File: src/rtl/ad7476a_emulator.sv
// ---------------------------------------------------------------------------
// ad7476a_emulator
//
// Slave-side model of the AD7476A 12-bit ADC serial port. The master's
// sclk/cs_n are brought into the clk_i domain through synchronizers and
// edge-detected. A falling cs_n latches the holding register into a shift
// register that presents LEADING_ZEROS zeros followed by DATA_BITS data bits,
// MSB first, advancing one bit per sclk falling edge.
//
// Ports:
//   clk_i          system clock (>= 8x sclk_i)
//   rst_ni         asynchronous active-low reset
//   sclk_i         SPI clock from master (asynchronous)
//   cs_n_i         active-low chip select from master (asynchronous)
//   sdata_o        serial data to master
//   sdata_oe_o     output enable for sdata_o (0 = tri-stated at the pad)
//   sample_i       next conversion value
//   sample_valid_i loads sample_i into the holding register
//   busy_o         high from frame start until cs_n returns high
//   frame_done_o   one-cycle pulse after the last bit's falling edge
//   frame_abort_o  one-cycle pulse when cs_n rises mid-frame
// ---------------------------------------------------------------------------
module ad7476a_emulator #(
    parameter int SYNC_STAGES   = 2,
    parameter int LEADING_ZEROS = 4,
    parameter int DATA_BITS     = 12
) (
    input  logic                 clk_i,
    input  logic                 rst_ni,
    input  logic                 sclk_i,
    input  logic                 cs_n_i,
    output logic                 sdata_o,
    output logic                 sdata_oe_o,
    input  logic [DATA_BITS-1:0] sample_i,
    input  logic                 sample_valid_i,
    output logic                 busy_o,
    output logic                 frame_done_o,
    output logic                 frame_abort_o
);

    localparam int N     = LEADING_ZEROS + DATA_BITS;
    localparam int CNT_W = $clog2(N + 1);

    typedef enum logic [1:0] {
        IDLE  = 2'd0,
        SHIFT = 2'd1,
        DONE  = 2'd2
    } state_t;

    state_t                 state, state_n;
    logic [SYNC_STAGES-1:0] sclk_sync_p0, cs_sync_p0;
    logic                   sclk_prev_p1, cs_prev_p1;
    logic                   sclk_s, cs_s;
    logic                   cs_fall, cs_rise, sclk_fall;
    logic [DATA_BITS-1:0]   hold, load_val;
    logic [N-1:0]           shift, shift_n;
    logic [CNT_W-1:0]       cnt, cnt_n;
    logic                   oe_n, busy_n, done_n, abort_n;

    // Synchronizer stage; idle levels (sclk=1, cs_n=1) after reset so that
    // releasing reset never fabricates an edge.
    always_ff @(posedge clk_i or negedge rst_ni) begin
        if (!rst_ni) begin
            sclk_sync_p0 <= '1;
            cs_sync_p0   <= '1;
            sclk_prev_p1 <= 1'b1;
            cs_prev_p1   <= 1'b1;
        end else begin
            sclk_sync_p0 <= {sclk_sync_p0[SYNC_STAGES-2:0], sclk_i};
            cs_sync_p0   <= {cs_sync_p0[SYNC_STAGES-2:0], cs_n_i};
            sclk_prev_p1 <= sclk_s;
            cs_prev_p1   <= cs_s;
        end
    end

    // Edge detection stage
    assign sclk_s    = sclk_sync_p0[SYNC_STAGES-1];
    assign cs_s      = cs_sync_p0[SYNC_STAGES-1];
    assign cs_fall   = cs_prev_p1 & ~cs_s;
    assign cs_rise   = ~cs_prev_p1 & cs_s;
    assign sclk_fall = sclk_prev_p1 & ~sclk_s & ~cs_s;

    always_ff @(posedge clk_i or negedge rst_ni) begin
        if (!rst_ni) begin
            hold <= '0;
        end else if (sample_valid_i) begin
            hold <= sample_i;
        end
    end

    // A sample arriving in the same cycle as the frame start is the one sent.
    assign load_val = sample_valid_i ? sample_i : hold;

    always_comb begin
        state_n = state;
        shift_n = shift;
        cnt_n   = cnt;
        oe_n    = sdata_oe_o;
        busy_n  = busy_o;
        done_n  = 1'b0;
        abort_n = 1'b0;
        case (state)
            IDLE: begin
                if (cs_fall) begin
                    shift_n = N'(load_val);
                    cnt_n   = '0;
                    oe_n    = 1'b1;
                    busy_n  = 1'b1;
                    state_n = SHIFT;
                end
            end
            SHIFT: begin
                // cs_rise takes priority over a coincident sclk fall.
                if (cs_rise) begin
                    shift_n = '0;
                    oe_n    = 1'b0;
                    busy_n  = 1'b0;
                    abort_n = 1'b1;
                    state_n = IDLE;
                end else if (sclk_fall) begin
                    cnt_n = cnt + CNT_W'(1);
                    if (cnt < CNT_W'(N - 1)) begin
                        shift_n = {shift[N-2:0], 1'b0};
                    end else begin
                        shift_n = '0;
                        oe_n    = 1'b0;
                        done_n  = 1'b1;
                        state_n = DONE;
                    end
                end
            end
            DONE: begin
                if (cs_rise) begin
                    busy_n  = 1'b0;
                    state_n = IDLE;
                end
            end
            default: begin
                shift_n = '0;
                oe_n    = 1'b0;
                busy_n  = 1'b0;
                state_n = IDLE;
            end
        endcase
    end

    // Output register stage; shift MSB drives the pin directly.
    always_ff @(posedge clk_i or negedge rst_ni) begin
        if (!rst_ni) begin
            state         <= IDLE;
            shift         <= '0;
            cnt           <= '0;
            sdata_oe_o    <= 1'b0;
            busy_o        <= 1'b0;
            frame_done_o  <= 1'b0;
            frame_abort_o <= 1'b0;
        end else begin
            state         <= state_n;
            shift         <= shift_n;
            cnt           <= cnt_n;
            sdata_oe_o    <= oe_n;
            busy_o        <= busy_n;
            frame_done_o  <= done_n;
            frame_abort_o <= abort_n;
        end
    end

    assign sdata_o = shift[N-1];

endmodule
File: config.mk
export PLATFORM = sky130hd
export DESIGN_NAME = ad7476a_emulator
export DESIGN_NICKNAME = d
export VERILOG_FILES = /design/src/rtl/ad7476a_emulator.sv
export SDC_FILE = /design/constraint.sdc
export NUM_CORES = 1
export LEC_CHECK = 0
export BUFFER_PORTS_ARGS = -buffer_cell sky130_fd_sc_hd__buf_2
export CAP_MARGIN = 0
export CORE_MARGIN = 5
export CORE_UTILIZATION = 35
export CTS_CLUSTER_DIAMETER = 100
export DETAILED_ROUTE_END_ITERATION = 10
export GPL_TIMING_DRIVEN = 0
export SLEW_MARGIN = 25
export SYNTH_ARGS = -nofsm -noshare
export SYNTH_HDL_FRONTEND = slang
export SYNTH_SLANG_ARGS = --single-unit
export TNS_END_PERCENT = 50
File: constraint.sdc
create_clock -name clk_i -period 2.7 [get_ports clk_i]
set_clock_uncertainty 0.2 [all_clocks]
set_input_delay 0.135 -clock clk_i [delete_from_list [all_inputs] [get_ports clk_i]]
set_output_delay 0.135 -clock clk_i [all_outputs]
set_load 0.05 [all_outputs]
### Yosys cells after proc, flatten, opt, wreduce, memory -nomap -nowiden

Index checks and enable logic that the tools add are counted.

| storage, ports and cells | value |
|---|---|
| register bits after elaboration | 45 |
| bits of input ports | 17 |
| word-level logic and storage cells | 68 |

| operators by class | value |
|---|---|
| add/subtract/negate cells | 1 |
| magnitude comparators | 1 |
| equal/unequal tests | 9 |
| muxes and demuxes | 29 |
| bitwise logic cells | 8 |
| reduce and logical (&&, ||, !) cells | 8 |

Operators by type and width:

| cell | number |
|---|---|
| 16-bit two-way mux | 4 |
| 16-bit one-hot mux with 3 select lines | 1 |
| 5-bit two-way mux | 3 |
| 12-bit two-way mux | 1 |
| 4-bit AND reduction | 3 |
| 1-bit two-way mux | 11 |
| 2-bit two-way mux | 5 |
| 5-bit one-hot mux with 2 select lines | 1 |
| 2-bit inequality test, second input constant | 4 |
| 3-bit inequality test, second input constant | 2 |
| 2-bit one-hot mux with 3 select lines | 1 |
| 5-bit by 1-bit adder with 5-bit output, second input constant | 1 |
| 5-bit by 4-bit < comparator with 1-bit output, second input constant | 1 |
| 1-bit AND | 4 |
| 1-bit NOT | 4 |
| 1-bit one-hot mux with 3 select lines | 1 |
| 3-bit AND reduction | 1 |
| 2-bit by 1-bit equality test with 1-bit output, second input constant | 1 |
| 2-bit equality test, second input constant | 1 |
| 2-bit logical NOT | 1 |
| 2-bit by 1-bit inequality test with 1-bit output, second input constant | 1 |
| 1-bit one-hot mux with 2 select lines | 1 |
| 2-bit AND reduction | 1 |
| 2-bit nonzero test | 1 |
| 2-bit OR reduction | 1 |

### Depth between registers and ports, before layout

Gate-level depths: netlist of run 1.

| depth | value |
|---|---|
| word-level depth | 6 |
| gate-level depth with buffers | 8 |

### Worst setup path before layout of run 1

No wires, ideal clock.

| timing path | value |
|---|---|
| path type | reg2reg |
| start | register state[0] |
| end | register cnt[4] |
| data arrival time | 1.662 ns |
| required time | 2.408 ns |
| slack | 0.746 ns |
| stages on the path, launching flop included | 8 |
| buffers on the path | 1 |
| period minus slack after synthesis | 1.954 ns |
| path through | dfrtp_1 -> inv_1 -> ha_1 -> buf_6 -> mux2i_1 -> a211o_1 -> or2_4 -> o31ai_2 |

| between the ends | value |
|---|---|
| longest elaborated chain between the ends | 3 |
| elaborated cells on any way between the ends | 8 |
| those cells by class | eq/ne: 4; mux: 1; reduce/logical: 3 |

Ends and longest elaborated chain:

| item | line | text |
|---|---|---|
| start, declared | 50 | `state_t state, state_n;` |
| start signal, assigned | 158 | `state <= state_n;` |
| 2-bit by 1-bit equality test with 1-bit output or 2-bit logical NOT (tied branches) | 102 | `case (state)` |
| 2-bit inequality test (no line) or 2-bit nonzero test (tied branches) | n/a |  |
| 4-bit AND reduction (no line) | n/a |  |
| end signal, assigned | 160 | `cnt <= cnt_n;` |
| end, declared | 57 | `logic [CNT_W-1:0] cnt, cnt_n;` |

Several ways; a longest one is shown, not always the timed one.
A chain may end at the register's enable or synchronous reset.

### Worst setup path in the final report of run 1

| timing path | value |
|---|---|
| start | register state[0] |
| end | register shift[11] |

| between the ends | value |
|---|---|
| longest elaborated chain between the ends | 3 |
| elaborated cells on any way between the ends | 8 |
| those cells by class | eq/ne: 4; mux: 1; bitwise: 1; reduce/logical: 2 |

Ends and longest elaborated chain:

| item | line | text |
|---|---|---|
| 2-bit by 1-bit equality test with 1-bit output, or another cell as far along | 102 |  |
| 3-bit inequality test (no line), or another cell as far along | n/a |  |
| 3-bit AND reduction (no line) | n/a |  |
| end signal, assigned | 159 | `shift <= shift_n;` |
| end, declared | 56 | `logic [N-1:0] shift, shift_n;` |

Several ways; a longest one is shown, not always the timed one.

==> results of run 1 <==
[cell families (layout without fill, tap and decap cells)]
kind of cell               after synthesis  count (layout)
DFF                                     45              45
and+or+nand+nor                         49              49
buffers and inverters                   15              61
muxes                                   13              13
adders and majority gates                4               4
AOI/OAI and AO/OA                       41              41
[critical path, delay by kind of cell (launching register included)]
kind,cells,cell delay (ns)
buffers and inverters,3,0.62
AOI/OAI and AO/OA,2,0.44
DFF,1,0.40
adders and majority gates,1,0.21
and+or+nand+nor,1,0.15
[path summary, 6_finish.rpt]
kind                                       from  cells past startpoint  slack [ns]         endpoint
worst max-delay path                   state[0]                      7        0.56        shift[11]
worst min-delay path                     rst_ni                      2        0.16          hold[7]
worst max register to register         state[0]                      7        0.56        shift[11]
worst min register to register  sclk_sync_p0[0]                      0        0.16  sclk_sync_p0[1]
max in group asynchronous                rst_ni                      2        1.76        shift[15]
min in group clk_i              sclk_sync_p0[0]                      0        0.16  sclk_sync_p0[1]
[power by group]
group	total [µW]	internal (µW)	switching [µW]	leakage (µW)
Clock	598	368	230	0.0000681
Combinational	772	338	434	0.000526
Sequential	888	812	76.8	0.000562
Total	2260	1520	741	0.00116
[layout by cell type (no fill, tap or decap), drive strengths merged, types with 7 or more instances in the layout]
cell	n
nor3	11
clkbuf	7
mux2	12
dfrtp	39
dlygate4sd3	17
o21ai	9
a21oi	8
nand2	16
nor2	7
buf	30
a221o	11
[sequential cells by signal, summed over array words and instances (netlist names)]
name	count
sdata_oe_o	1
state	2
cs_prev_p1	1
shift	16
cnt	5
frame_done_o	1
busy_o	1
hold	12
cs_sync_p0	2
frame_abort_o	1
sclk_prev_p1	1
sclk_sync_p0	2
[per-layer routing]
metal  routed length (µm)  up-vias  share of wire (%)  GRT usage [%]
met2                 1650       30                 44           17.0
met1                 1860      679                 49           15.4
li1                     -      692                  -              -
met4                   82        0                2.2           4.75
met5                    0        -                  0              0
met3                  164        7                4.4           2.69
[layout make-up]
class,count,area (µm²),area share [%]
flip-flops and latches,45,1130,45.0
multi-input cells,107,783,31.1
clock inverters,3,65.1,2.58
plain buffers,11,83.8,3.33
clock buffers,5,68.8,2.73
well taps,72,90.1,3.58
inverters,4,15.0,0.596
repair buffers,38,278,11.0
[repair_timing]
action | CTS | global route
hold buffers | 17 | 0
hold endpoints to repair | 53 | 0
gates resized for setup | 0 | 0
[through the flow]
| stage | hold WS [ns] | total power (µW) | area [µm²] |
|---|---|---|---|
| 2_1_floorplan | -0.361 | 1480 | 2020 |
| 3_3_place_gp | 0.0404 | 1650 | 2210 |
| 3_5_place_dp | 0.0416 | 1660 | 2210 |
| 4_1_cts | 0.160 | 2290 | 2510 |
| 5_1_grt | 0.168 | 2410 | 2520 |
| 6_report | 0.159 | 2260 | 2520 |
==> reports/results.tsv, run 1 <==
stage	metric	value	unit
sta	final worst-path setup slack	0.562	ns
setup_path	Critical Path AT	2.12	ns
yosys	Adder-Cell Fraction of Synth Area	2.48	%
place	GP Congestion	0.766	
grt	All-Layer GR Usage	11.3	%
pwr	Cell Pwr Density	897	nW/µm²
yosys	complex-gate fraction of the synthesized area	16.2	%
yosys	Synth Register Bits	45	
setup_path	CP endpoint kind	register	
finish	Diodes inserted	0	
flow_run	Max-cap violations	0	
sta	Relative slew margins	63.1	%
sta	Tcrit/Tclk final	79.2	%
cts	clk_lat worst skew	0.30	ns
grt	global-route wire length before repair	6660	µm
sta	Slew Limit Fails	0	
setup_path	CP Class	reg2reg	
yosys	Synth Area in XOR/XNOR	0	%
yosys	Post-Syn Nets	188	
setup_path	critical-path maximum fanout	10	
finish	post-route insts no fill	285	
cts	buffer count from post-CTS setup fixing	0	
yosys	Gate Count Post-Synth	167	
place	IO Port Bufs	21	
die	core area	5540	µm²
setup_path	Slowest Stage Delay on Critical Path	0.40	ns
finish	filler instances	535	
yosys	Syn Area/Cell	12.1	µm²
yosys	synthesized area	2020	µm²
cts	Num CTS Buffers	5	
sta	setup violators final	0	
setup_path	critical path startpoint category	register	
status	outcome	finished clean	
die	I/O Pins	22	
yosys	most common cell in the netlist	dfrtp_1	
yosys	simple-gate portion of the synthesized area	13.0	%
grt	vias in the first global route	1422	
place	pre-CTS setup slack	0.585	ns
cts	Root Buffer	clkbuf_8	
route	Final Routed Wirelength	3750	µm
die	Die X	85.9	µm
route	Final ANT Viol Nets	0	
die	die area	7380	µm²
cts	clk sinks	45	
yosys	area leader, netlist	dfrtp_1	
cts	CTS tree	done	
die	Initial Util	36.4	%
grt	largest net degree at the start of global routing	46	
place	post-detail-place hpwl	2450	µm
yosys	top post-synthesis cells by area	dfrtp_1 (48%), dfstp_2 (7.8%), mux2_2 (6.7%)	
sta	RSZ-0062 raised after global routing	false	
route	Avg WL per Cell	13.2	µm
route	first drt pass iteration count	4	
sta	crit path time final	2.14	ns
pwr	Leak	0.00116	µW
cts	Worst-path clk slew	0.08	ns
setup_path	CP cell instances	inv_1 > ha_1 > buf_6 > a21o_1 > clkbuf_1 > nor3_1 > a221o_1	
pwr	maximum VDD drop	0.430	mV
sta	Setup TNS	0	ns
route	DR vias	1408	
finish	fraction of layout instances using a drive strength above 1	30.5	%
die	Die Ht	85.9	µm
setup_path	Crit-path slowest cell	dfrtp_1	
cts	worst-case clock buffer depth	2	
grt	GRT Residual Overflow	0	
yosys	Post-synth ARST share	100	%
route	Vias/cell	4.94	
place	Post-Place Cells	260	
finish	fin util	45.4	%
yosys	post-synth top area share	48.4	%
sta	Fin. Hold Viols	0	
sta	Worst Tran Pin Value	0.554	ns
yosys	Distinct cells, synth	35	
route	1st-iter DRT viols	59	
finish	area grow syn2layout	24.9	%
finish	Final nets	233	
grt	initial antenna violation count	0	
yosys	post-synthesis sequential area ratio	56.2	%
yosys	number of synthesized flops with an enable pin	0	
die	site row count	27	
route	DRC	0	
yosys	largest family of logic cells by synthesized area	compound AO/OA/AOI/OAI gates	
setup_path	CP Data Required Time	2.68	ns
yosys	Main synth FF type	dfrtp_1	
yosys	post-synthesis mux area share	7.20	%
cts	H-Tree Depth	2	
yosys	YS warnings	0	
min_path	worst min path class	in2async	
yosys	most frequent cells after synthesis	dfrtp_1 (39), nand2_1 (16), mux2_2 (12)	
sta	FMAX	468	MHz
(Power assumes the default switching activity.)
==> run 2: changes to the inputs <==
==> constraint.sdc (replaced) <==
create_clock -name clk_i -period 2.2 [get_ports clk_i]
set_clock_uncertainty 0.2 [all_clocks]
set_input_delay 0.11 -clock clk_i [delete_from_list [all_inputs] [get_ports clk_i]]
set_output_delay 0.11 -clock clk_i [all_outputs]
set_load 0.05 [all_outputs]
==> run 2 against run 1 <==
  * Hold slack lost 0.025 ns
  * Cell area shrank 0.15%
  * Non-clock buffer count shrank 1
  * Critical path type unchanged
  * Largest cell class unchanged
==> reports/results.tsv, run 2 (synthesis results as in run 1) <==
stage	metric	value	unit	change
die	I/O Pins	22		unchanged
grt	largest net degree at the start of global routing	46		unchanged
sta	Worst Tran Pin Value	0.553	ns	was 0.554 ns
setup_path	Crit Reg-Reg Startpoint	state[0]		unchanged
finish	Diodes inserted	0		unchanged
grt	vias in the first global route	1422		unchanged
setup_path	R2R Path End	cnt[4]		was shift[11]
die	Initial Util	36.4	%	unchanged
setup_path	Critical Path AT	2.11	ns	was 2.12 ns
die	Die X	85.9	µm	unchanged
pwr	Cell Pwr Density	1100	nW/µm²	was 897 nW/µm²
sta	Tcrit/Tclk final	95.5	%	was 79.2%
status	outcome	finished clean		unchanged
finish	filler instances	536		was 535
finish	fraction of layout instances using a drive strength above 1	30.7	%	was 30.5%
finish	most frequent cells in the layout	dfrtp_1 (39), buf_2 (24), dlygate4sd3_1 (17)		unchanged
route	DRC	0		unchanged
cts	CTS tree	done		unchanged
finish	Final nets	232		was 233
sta	setup violators final	0		unchanged
sta	Slew Limit Fails	0		unchanged
setup_path	CP endpoint kind	register		unchanged
route	Final Routed Wirelength	3760	µm	was 3750 µm
grt	initial antenna violation count	0		unchanged
cts	clk_lat worst skew	0.30	ns	about the same
die	Die Ht	85.9	µm	unchanged
finish	top flop regs	shift x16, hold x12, cnt x5		unchanged
flow_run	Max-cap violations	0		unchanged
finish	Largest register FFs	16		unchanged
pwr	maximum VDD drop	0.550	mV	was 0.430 mV
die	core area	5540	µm²	unchanged
sta	Setup TNS	0	ns	unchanged
finish	commonest non-fill, non-tap cell in the layout	dfrtp_1		unchanged
cts	Root Buffer	clkbuf_8		unchanged
sta	Relative slew margins	63.1	%	about the same
place	GP Congestion	0.766		unchanged
finish	sequential cell area	1130	µm²	unchanged
finish	multi-input combinational cell area	783	µm²	unchanged
grt	global-route wire length before repair	6660	µm	unchanged
place	post-detail-place hpwl	2450	µm	unchanged
route	first drt pass iteration count	4		unchanged
sta	FMAX	476	MHz	was 468 MHz
route	1st-iter DRT viols	62		was 59
finish	fin util	45.4	%	about the same
setup_path	CP Data Required Time	2.21	ns	was 2.68 ns
die	site row count	27		unchanged
die	die area	7380	µm²	unchanged
sta	Fin. Hold Viols	0		unchanged
setup_path	critical-path maximum fanout	10		unchanged
route	Final ANT Viol Nets	0		unchanged
setup_path	reg2reg setup slack	0.1	ns	was 0.56 ns
route	Avg WL per Cell	13.2	µm	about the same
cts	Worst-path clk slew	0.08	ns	about the same
setup_path	CP Class	reg2reg		unchanged
setup_path	critical path startpoint category	register		unchanged
cts	H-Tree Depth	2		unchanged
finish	Biggest register	shift		unchanged
sta	crit path time final	2.10	ns	was 2.14 ns
pwr	Overall Power	2770	µW	was 2260 µW
setup_path	R2R cell count	7		unchanged
cts	buffer count from post-CTS setup fixing	0		unchanged
grt	All-Layer GR Usage	11.3	%	unchanged
min_path	worst min path class	in2async		unchanged
cts	clk sinks	45		unchanged
route	DR vias	1409		was 1408
place	IO Port Bufs	21		unchanged
route	Vias/cell	4.96		was 4.94
pwr	Leak	0.00115	µW	was 0.00116 µW
finish	area grow syn2layout	24.7	%	was 24.9%
cts	worst-case clock buffer depth	2		unchanged
cts	Num CTS Buffers	5		unchanged
sta	RSZ-0062 raised after global routing	false		unchanged
grt	GRT Residual Overflow	0		unchanged
==> run 2: cell count changes in the layout (fill, tap and decap cells not counted), sizes merged <==
cell / previous run / this run
clkbuf: 7 / 6
==> run 2: worst max-delay path: stages, from the launching register on <==
cell and delay [ns]:
dfrtp_1 0.38, inv_1 0.08, ha_1 0.24, buf_6 0.15
mux2i_1 0.12, a211o_1 0.33, or2_4 0.29, o31ai_2 0.22
==> run 2: how the worst max path moves through the flow <==
stage / endpoint / depth (start not counted) / startpoint
after detailed placement: shift[11] / 7 / state[0]
final: cnt[4] / 7 / state[0]
after global placement: cnt[4] / 7 / state[0]
after global routing: cnt[4] / 7 / state[0]
after CTS: cnt[4] / 7 / state[0]
after floorplan: cnt[4] / 7 / state[0]
==> run 2: repair_timing <==
| item | 4_1_cts | 5_1_grt |
|---|---|---|
| setup endpoints to repair | 0 | 10 |
| hold buffers | 17 | 0 |
| gates resized for setup | 0 | 0 |
| endpoints found under the hold margin | 53 | 0 |
==> run 2: per-layer routing <==
metal | vias up | routed length [µm] | global-route usage (%)
li1 | 690 | - | -
met1 | 687 | 1880 | 15.4
met2 | 25 | 1650 | 17.0
met3 | 7 | 139 | 2.69
met4 | 0 | 82 | 4.75
met5 | - | 0 | 0
==> run 2: power by group <==
part / total, µW / switching, µW / internal, µW
logic: 941 / 531 / 411
clock network: 734 / 283 / 451
registers: 1090 / 95.0 / 996
==> run 2: layout make-up <==
cell class / count / share of cell area, %
Timing Repair Buffer: 38 / 11.1
Multi-Input combinational cell: 107 / 31.2
Sequential cell: 45 / 45.1
Clock inverter: 3 / 2.59
Inverter: 4 / 0.597
Clock buffer: 5 / 2.74
Tap cell: 72 / 3.58
Buffer: 10 / 3.19
==> run 2: stage by stage <==
step	hold WS (ns)	area, µm²	instances	worst slack (ns)
2_1_floorplan	-0.386	2020	167	0.246
3_3_place_gp	0.0154	2210	260	0.0883
3_5_place_dp	0.0166	2210	260	0.0854
4_1_cts	0.160	2510	285	0.0527
5_1_grt	0.168	2510	284	0.00414
6_report	0.133	2510	284	0.0986
==> run 3: changes to the inputs <==
--- a/config.mk
+++ b/config.mk
@@ -7,6 +7,7 @@
 export LEC_CHECK = 0
 export BUFFER_PORTS_ARGS = -buffer_cell sky130_fd_sc_hd__buf_2
 export CAP_MARGIN = 0
+export CORE_ASPECT_RATIO = 1.2
 export CORE_MARGIN = 5
 export CORE_UTILIZATION = 35
 export CTS_CLUSTER_DIAMETER = 100
==> constraint.sdc (replaced) <==
create_clock -name clk_i -period 2.2 [get_ports clk_i]
set_clock_uncertainty 0.2 [all_clocks]
set_input_delay 0 -clock clk_i [delete_from_list [all_inputs] [get_ports clk_i]]
set_output_delay 0 -clock clk_i [all_outputs]
set_load 0.05 [all_outputs]
==> run 3 against run 2 <==
  * Sequential power about the same
  * Hold slack worse by 0.090 ns
  * Global-route usage up 0.20 points
  * Worst setup slack worse by 0.019 ns
  * Non-clock buffer count unchanged
  * Largest cell class unchanged
  * Largest power group unchanged
==> reports/results.tsv, run 3 (synthesis results as in run 1) <==
stage	metric	value	unit	change
cts	Num CTS Buffers	5		unchanged
finish	fraction of layout instances using a drive strength above 1	30.2	%	was 30.7%
grt	vias in the first global route	1517		was 1422
pwr	Overall Power	2680	µW	was 2770 µW
pwr	maximum VDD drop	0.373	mV	was 0.550 mV
grt	GRT Residual Overflow	0		unchanged
setup_path	CP Class	reg2reg		unchanged
pwr	Cell Pwr Density	1080	nW/µm²	was 1100 nW/µm²
grt	initial antenna violation count	0		unchanged
setup_path	critical path startpoint category	register		unchanged
flow_run	Max-cap violations	0		unchanged
finish	commonest non-fill, non-tap cell in the layout	dfrtp_1		unchanged
die	core area	5630	µm²	was 5540 µm²
finish	post-route insts no fill	276		was 284
setup_path	reg2reg setup slack	0.08	ns	was 0.1 ns
pwr	register share of total power	40.6	%	was 39.4%
place	pre-CTS setup slack	0.0969	ns	was 0.0854 ns
pwr	net switching power	898	µW	was 909 µW
die	site row count	30		was 27
finish	fin area	2490	µm²	was 2510 µm²
sta	setup violators final	0		unchanged
cts	CTS tree	done		unchanged
sta	Setup TNS	0	ns	unchanged
cts	Root Buffer	clkbuf_8		unchanged
pwr	Int Pwr	1780	µW	was 1860 µW
sta	RSZ-0062 raised after global routing	false		unchanged
cts	buffer count from post-CTS setup fixing	0		unchanged
sta	Fin. Hold Viols	0		unchanged
status	outcome	finished clean		unchanged
min_path	worst min path class	in2async		unchanged
setup_path	R2R cell count	7		unchanged
die	die area	7380	µm²	about the same
pwr	Clk network pwr share	23.9	%	was 26.5%
place	post-detail-place hpwl	2510	µm	was 2450 µm
setup_path	CP endpoint kind	register		unchanged
route	Final Routed Wirelength	3830	µm	was 3760 µm
grt	global-route wire length before repair	6710	µm	was 6660 µm
finish	sequential cell area	1130	µm²	unchanged
route	Avg WL per Cell	13.9	µm	was 13.2 µm
sta	Worst Tran Pin Value	0.554	ns	was 0.553 ns
place	IO Port Bufs	21		unchanged
finish	Final nets	232		unchanged
grt	largest net degree at the start of global routing	46		unchanged
route	1st-iter DRT viols	75		was 62
finish	multi-input combinational cell area	783	µm²	unchanged
pwr	Leak	0.00114	µW	was 0.00115 µW
route	Vias/cell	5.14		was 4.96
cts	H-Tree Depth	2		unchanged
cts	clk_lat worst skew	0.29	ns	was 0.30 ns
finish	Diodes inserted	0		unchanged
cts	Worst-path clk slew	0.09	ns	was 0.08 ns
sta	final worst-path setup slack	0.0792	ns	was 0.0986 ns
pwr	sw frac	33.5	%	was 32.9%
finish	most frequent cells in the layout	dfrtp_1 (39), buf_2 (24), dlygate4sd3_1 (17)		unchanged
sta	crit path time final	2.12	ns	was 2.10 ns
sta	Slew Limit Fails	0		unchanged
die	Die Ht	93.1	µm	was 85.9 µm
route	first drt pass iteration count	4		unchanged
setup_path	Critical Path AT	2.11	ns	about the same
place	DP Area	2200	µm²	was 2210 µm²
route	Final ANT Viol Nets	0		unchanged
place	Post-Place Cells	252		was 260
place	GP Congestion	0.754		was 0.766
die	Die X	79.3	µm	was 85.9 µm
finish	filler instances	531		was 536
pwr	Logic pwr share	35.5	%	was 34.0%
cts	worst-case clock buffer depth	2		unchanged
finish	Biggest register	shift		unchanged
die	Initial Util	35.8	%	was 36.4%
die	I/O Pins	22		unchanged
cts	clk sinks	45		unchanged
grt	All-Layer GR Usage	11.4	%	was 11.3%
finish	Largest register FFs	16		unchanged
finish	top flop regs	shift x16, hold x12, cnt x5		unchanged
sta	FMAX	472	MHz	was 476 MHz
cts	post-CTS sizing	0		unchanged
sta	Tcrit/Tclk final	96.4	%	was 95.5%
setup_path	CP Data Required Time	2.19	ns	was 2.21 ns
finish	area grow syn2layout	23.3	%	was 24.7%
route	DRC	0		unchanged
sta	Relative slew margins	63.1	%	about the same
route	DR vias	1420		was 1409
setup_path	critical-path maximum fanout	10		unchanged
## run 3: path summary, 6_finish.rpt
path,startpoint,to
min in group clk_i,sample_valid_i,hold[6]
worst min-delay path,rst_ni,shift[8]
max in group asynchronous,rst_ni,sclk_prev_p1
worst min register to register,sclk_sync_p0[0],sclk_sync_p0[1]
worst max register to register,state[0],cnt[4]
worst max-delay path,state[0],cnt[4]
## run 3: layout make-up
| class | instances | share of cell area [%] |
|---|---|---|
| clock inverters | 1 | 1.21 |
| flip-flops and latches | 45 | 45.6 |
| multi-input cells | 107 | 31.5 |
| plain buffers | 10 | 3.22 |
| inverters | 4 | 0.604 |
| clock buffers | 7 | 3.47 |
| well taps | 64 | 3.22 |
| repair buffers | 38 | 11.2 |
## run 3: critical path, cell delays in order (launching register included)
cell	delay [ns]
dfrtp_1	0.37
inv_1	0.08
ha_1	0.23
buf_6	0.15
mux2i_1	0.12
a211o_1	0.37
or2_4	0.29
o31ai_2	0.22
## run 3: metrics by stage
| step | hold WS (ns) | utilization (%) |
|---|---|---|
| finish | 0.0433 | 44.2 |
| global placement | -0.0950 | 39.1 |
| global route | 0.100 | 44.2 |
| floorplan | -0.496 | - |
| CTS | 0.0957 | 44.2 |
| detailed placement | -0.0931 | 39.1 |
## run 3: power by group through the flow
stage | Sequential, µW | Clock, µW | Combinational (µW)
after floorplan | 1150 | 0 | 673
after global placement | 1100 | 0 | 929
after detailed placement | 1100 | 0 | 937
after CTS | 1080 | 660 | 967
after global routing | 1110 | 702 | 1060
final | 1090 | 640 | 951
## run 3: layer usage
metal / share of wire (%) / vias to the layer above / global-route usage (%) / wire length [µm]
met5: 0 / - / 0 / 0
met4: 1.6 / 0 / 3.87 / 62
met3: 3.3 / 6 / 2.99 / 128
met2: 51 / 22 / 21.0 / 1950
met1: 44 / 701 / 12.6 / 1690
li1: - / 691 / - / -
## run 3: timing repair
action                     in CTS  in global routing
hold buffers                   17                  0
hold endpoints to repair       54                  0
setup endpoints to repair       0                  9
